==> src/rtl/camera_param_shadow.sv <==
// Camera/shading parameter shadow: waits for HPS PIO words to settle, then commits them atomically at a frame start.
// Optional macro CAMERA_PARAM_SHADOW_COMMIT_COUNT_EN adds a 16-bit wrapping commit_count output.
module camera_param_shadow #(
  parameter int NUM_WORDS     = 17,
  parameter int STABLE_CYCLES = 16
) (
  input  logic                      clk,
  input  logic                      reset,
  input  logic [NUM_WORDS*32-1:0]   param_in,
  input  logic                      frame_start,
  input  logic                      freeze,
  output logic [NUM_WORDS*32-1:0]   active_params,
  output logic                      params_updated,
  output logic                      pending,
  output logic                      settling
`ifdef CAMERA_PARAM_SHADOW_COMMIT_COUNT_EN
  ,
  output logic [15:0]               commit_count
`endif
);

  localparam int W = NUM_WORDS * 32;
  localparam logic [7:0] CNT_LAST = 8'(STABLE_CYCLES - 1);

  localparam logic [1:0] ST_IDLE     = 2'd0;
  localparam logic [1:0] ST_SETTLING = 2'd1;
  localparam logic [1:0] ST_PENDING  = 2'd2;

  logic [W-1:0] s_q, s_d;
  logic [W-1:0] active_q, active_d;
  logic [7:0]   cnt_q, cnt_d;
  logic [1:0]   state_q, state_d;
  logic         updated_q, updated_d;
  logic         pending_q, pending_d;
  logic         settling_q, settling_d;
  logic         diff;
  logic         commit;

  always_comb begin
    s_d        = param_in;
    active_d   = active_q;
    cnt_d      = cnt_q;
    state_d    = state_q;
    updated_d  = 1'b0;
    commit     = 1'b0;
    diff       = (param_in != s_q);

    case (state_q)
      ST_IDLE: begin
        if (diff) begin
          state_d = ST_SETTLING;
          cnt_d   = 8'd0;
        end
      end
      ST_SETTLING: begin
        if (diff) begin
          cnt_d = 8'd0;
        end else if (cnt_q == CNT_LAST) begin
          // A set that merely reverts to the live values has nothing to commit.
          state_d = (s_q != active_q) ? ST_PENDING : ST_IDLE;
        end else begin
          cnt_d = cnt_q + 8'd1;
        end
      end
      ST_PENDING: begin
        // A fresh write wins over a coincident frame_start so a half-updated set is never taken.
        if (diff) begin
          state_d = ST_SETTLING;
          cnt_d   = 8'd0;
        end else if (frame_start && !freeze) begin
          commit    = 1'b1;
          active_d  = s_q;
          updated_d = 1'b1;
          state_d   = ST_IDLE;
        end
      end
      default: begin
        state_d = ST_IDLE;
        cnt_d   = 8'd0;
      end
    endcase

    pending_d  = (state_d == ST_PENDING);
    settling_d = (state_d == ST_SETTLING);
  end

  always_ff @(posedge clk) begin
    if (reset) begin
      s_q        <= '0;
      active_q   <= '0;
      cnt_q      <= 8'd0;
      state_q    <= ST_IDLE;
      updated_q  <= 1'b0;
      pending_q  <= 1'b0;
      settling_q <= 1'b0;
    end else begin
      s_q        <= s_d;
      active_q   <= active_d;
      cnt_q      <= cnt_d;
      state_q    <= state_d;
      updated_q  <= updated_d;
      pending_q  <= pending_d;
      settling_q <= settling_d;
    end
  end

  assign active_params  = active_q;
  assign params_updated = updated_q;
  assign pending        = pending_q;
  assign settling       = settling_q;

`ifdef CAMERA_PARAM_SHADOW_COMMIT_COUNT_EN
  logic [15:0] commit_count_q, commit_count_d;

  always_comb begin
    commit_count_d = commit_count_q;
    if (commit) begin
      commit_count_d = commit_count_q + 16'd1;
    end
  end

  always_ff @(posedge clk) begin
    if (reset) begin
      commit_count_q <= 16'd0;
    end else begin
      commit_count_q <= commit_count_d;
    end
  end

  assign commit_count = commit_count_q;
`else
  logic unused_commit;
  assign unused_commit = commit;
`endif

endmodule

==> config.mk <==
export PLATFORM = sky130hd
export DESIGN_NAME = camera_param_shadow
export DESIGN_NICKNAME = d
export VERILOG_FILES = /design/src/rtl/camera_param_shadow.sv
export SDC_FILE = /design/constraint.sdc
export NUM_CORES = 2
export LEC_CHECK = 0
export CORE_AREA = 3 3 425 427
export CTS_CLUSTER_DIAMETER = 50
export DETAILED_ROUTE_END_ITERATION = 6
export DIE_AREA = 0 0 428 430
export REMOVE_ABC_BUFFERS = 1
export SYNTH_ARGS = -nofsm -noshare
export SYNTH_HDL_FRONTEND = slang
export SYNTH_SLANG_ARGS = --single-unit
export TNS_END_PERCENT = 100
==> constraint.sdc <==
create_clock -name clk -period 4.5 [get_ports clk]
set_input_delay 1.125 -clock clk [delete_from_list [all_inputs] [get_ports clk]]
set_output_delay 1.125 -clock clk [all_outputs]
set_load 0.01 [all_outputs]
==> out/summary.txt <==
Critical Path Fanout Max: 28
Post-synthesis cell count: 4498
Skew-Pair Late Insertion Delay: 0.82 ns
Kind of start point of the critical path: input pin
Global routing usage summed across all routing layers: 0.276
Slowest stage cell on the critical path: xnor2_1
Instance count along the most critical hold path: 2
Final Hold Violating Endpoints: 0
Commonest cells after routing, fill and taps aside: 1101 x dfxtp_1, 1093 x clkdlybuf4s50_1, 579 x nor2_1
Buffers added on ports: 1094
DP HPWL: 224 mm
Maximum achievable frequency: 0.226 GHz
Num Clock Sinks: 1101
Total grt overflow: 0
Num CTS Buffers: 158
Cell area power density: 382 nW/um2
Clock transition at the register clock pins on the worst setup and hold paths after CTS: 0.06 ns
Largest net degree at the start of global routing: 106
FF-to-FF End: active_params[376]$_SDFFE_PP0P_
Initial DRC Count: 2592
DRC violations left: 0
Reg2Reg Launch Point: s_q[497]$_SDFF_PP0_
Number of global-route vias before repair: 37900
Library cells used by synthesis: 39
Final setup TNS: 0 ns
DR pass1 iterations: 5
Chain of cells forming the critical path: clkdlybuf4s50_1 > xnor2_1 > nand4_1 > nor4_2 > buf_4 > nand2_1 > or4_1 > nor4_2 > buf_4 > buf_12 > buf_12 > mux2i_1 > nor2_1
Core ar.: 176000 um2
Critical setup path kind: input pin to register
Horizontal die dimension: 428 um
Count of vias placed by the detailed router: 38100
Hold Crit Endpoint: cnt_q[7]$_SDFFE_PP0P_
Via count normalized by instance count: 4.56
Proportion of layout cells with a drive suffix above 1: 0.0884
Arrival time of the worst setup path: 5.10 ns
Leakage dissipation: 24.7 nW
Shortest clock period the worst path allows after layout: 4.43 ns
Post-route fraction of the period consumed by the critical path: 0.984
Share of the yosys chip area belonging to registers: 0.478
Clock tree buffer depth: 3
Area enclosed by the die boundary: 184000 um2
TritonCTS clock tree: done
Gp weighted congestion: 0.934
Wire length after detailed routing: 264 mm
Required time of the worst setup path: 5.18 ns
Unrepaired setup endpoints after global routing: no
Number of primary I/O pins: 1095
Number of failing setup endpoints in the final timing report: 0
H-tree lvl count: 4
CTS root buf: clkbuf_16
Final max-slew violation count: 0
Vertical die dimension: 430 um
Total of warnings raised by yosys: 0
Dominant synthesized flop cell: dfxtp_1
Number of flops mapped to enable cells by yosys: 0
Routed wire length per instance: 31.6 um
Worst R2R Setup Slack: 0.42 ns
Total Nets Final: 6362
Synth-to-layout area growth: 45.6%
Element type at the critical path end: register
Cell area after technology mapping: 46100 um2
Relative max-transition margin: 0.192
Ys async rst share: 0
Outcome: finished, final reports clean
Remaining antenna violation count: 0
Hold Crit Class: register to register
Peak supply drop: 0.000328 V
Synthesized area per cell: 10.3 um2
Crit path largest cell delay: 0.51 ns
Initial antenna violation count: 119
Wire length of the first global-routing pass: 341 mm
Startpoint of the most critical hold path: cnt_q[7]$_SDFFE_PP0P_
Max-cap violations: 0
Most common cell after layout, fill and taps aside: dfxtp_1
Worst hold-check slack: 0.502 ns
Number of standard-cell rows in the floorplan: 154
Synthesized flop and latch total: 1101
Setup clock skew after layout: 0.0302 ns
Effective utilization at floorplan: 0.261
Depth of the worst register-to-register path: 14
Transition at the pin with the smallest max-transition slack: 1.18 ns
==> sequential cells by signal (all words and copies together) (netlist names) <==
| name | cells |
|---|---|
| settling | 1 |
| cnt_q | 8 |
| params_updated | 1 |
| pending | 1 |
| s_q | 544 |
| state_q | 2 |
| active_params | 544 |
==> logic make-up (layout without fill, tap and decap cells) <==
group,count (synthesis),count (layout),share of synthesized area
buf+inv,233,1683,0.0232
xor+xnor,1027,1027,0.195
mux,544,544,0.118
simple gates,1521,1521,0.175
other cells,0,55,0
compound gates,71,71,0.0111
fa+ha+maj,1,1,0.000271
flops,1101,1101,0.478
==> power breakdown <==
group          switching (W)  internal, W
Sequential          0.000366       0.0100
Combinational        0.00132      0.00113
Clock                0.00529      0.00753
Total                0.00698       0.0187
==> final cells by class <==
| class | instances | area [um2] |
|---|---|---|
| fill | 17700 | 109000 |
| multi-input combinational | 3164 | 23100 |
| sequential | 1101 | 22000 |
| timing repair buffer | 1340 | 13400 |
| clock buffer | 208 | 4400 |
| tap | 2340 | 2930 |
| clock inverter | 87 | 1030 |
| inverter | 48 | 180 |
| antenna | 55 | 138 |
==> repair_timing <==
item / in CTS / in global routing
pin swaps: 0 / 0
gates cloned: 0 / 0
hold buffers: 0 / 0
setup endpoints to repair: 2 / 42
resized for setup: 1 / 2
setup buffers: 0 / 0
==> how the worst max path moves through the flow <==
stage,startpoint,endpoint,slack [ns],cells after the start
finish,param_in[494],active_params[376]$_SDFFE_PP0P_,0.07,13
global route,param_in[494],active_params[506]$_SDFFE_PP0P_,0.06,13
CTS,param_in[443],active_params[376]$_SDFFE_PP0P_,0.12,13
detailed placement,param_in[494],active_params[62]$_SDFFE_PP0P_,-0.90,13
global placement,param_in[494],active_params[522]$_SDFFE_PP0P_,-0.79,13
floorplan,param_in[3],active_params[0]$_SDFFE_PP0P_,-74.54,8
==> cells in the mapped netlist (all sizes together) (9+ instances only) <==
cell	count	area, um2
dfxtp	1101	22000
nor2	579	2170
xor2	561	4910
nor2b	554	3470
mux2i	544	5450
xnor2	466	4080
nor4	182	1140
nand4	164	1030
clkbuf	124	465
buf	61	425
inv	48	180
o22ai	16	100
nand2b	12	75.1
a21oi	11	55.1
a2111oi	9	78.8
a221oi	9	78.8
==> critical path, delay by kind of cell <==
kind | cells | cell delay, ns
xor gates and xnor gates | 1 | 0.51
muxes | 1 | 0.23
buffers and inverters | 5 | 1.40
and+or+nand+nor | 6 | 1.76
==> per-stage QoR <==
step	cells	power, W	cell area (um2)	util	setup WS [ns]
6_report	8343	0.0257	67200	0.381	0.0717
5_1_grt	8322	0.0264	67100	0.380	0.0628
4_1_cts	8288	0.0259	67000	0.380	0.124
3_5_place_dp	7993	0.0131	61600	0.349	-0.903
3_3_place_gp	7993	0.0130	61600	0.349	-0.792
2_1_floorplan	4313	0.0112	45200	-	-74.54
==> metal layers <==
metal / vias to the layer above / wire length, um / GRT usage
met4: 26 / 14800 / 0.143
met1: 18600 / 105000 / 0.316
met3: 439 / 14500 / 0.0626
met5: - / 182 / 0
li1: 17700 / - / -
met2: 1279 / 130000 / 0.479
Note: power is estimated with default switching activity, not from simulation.
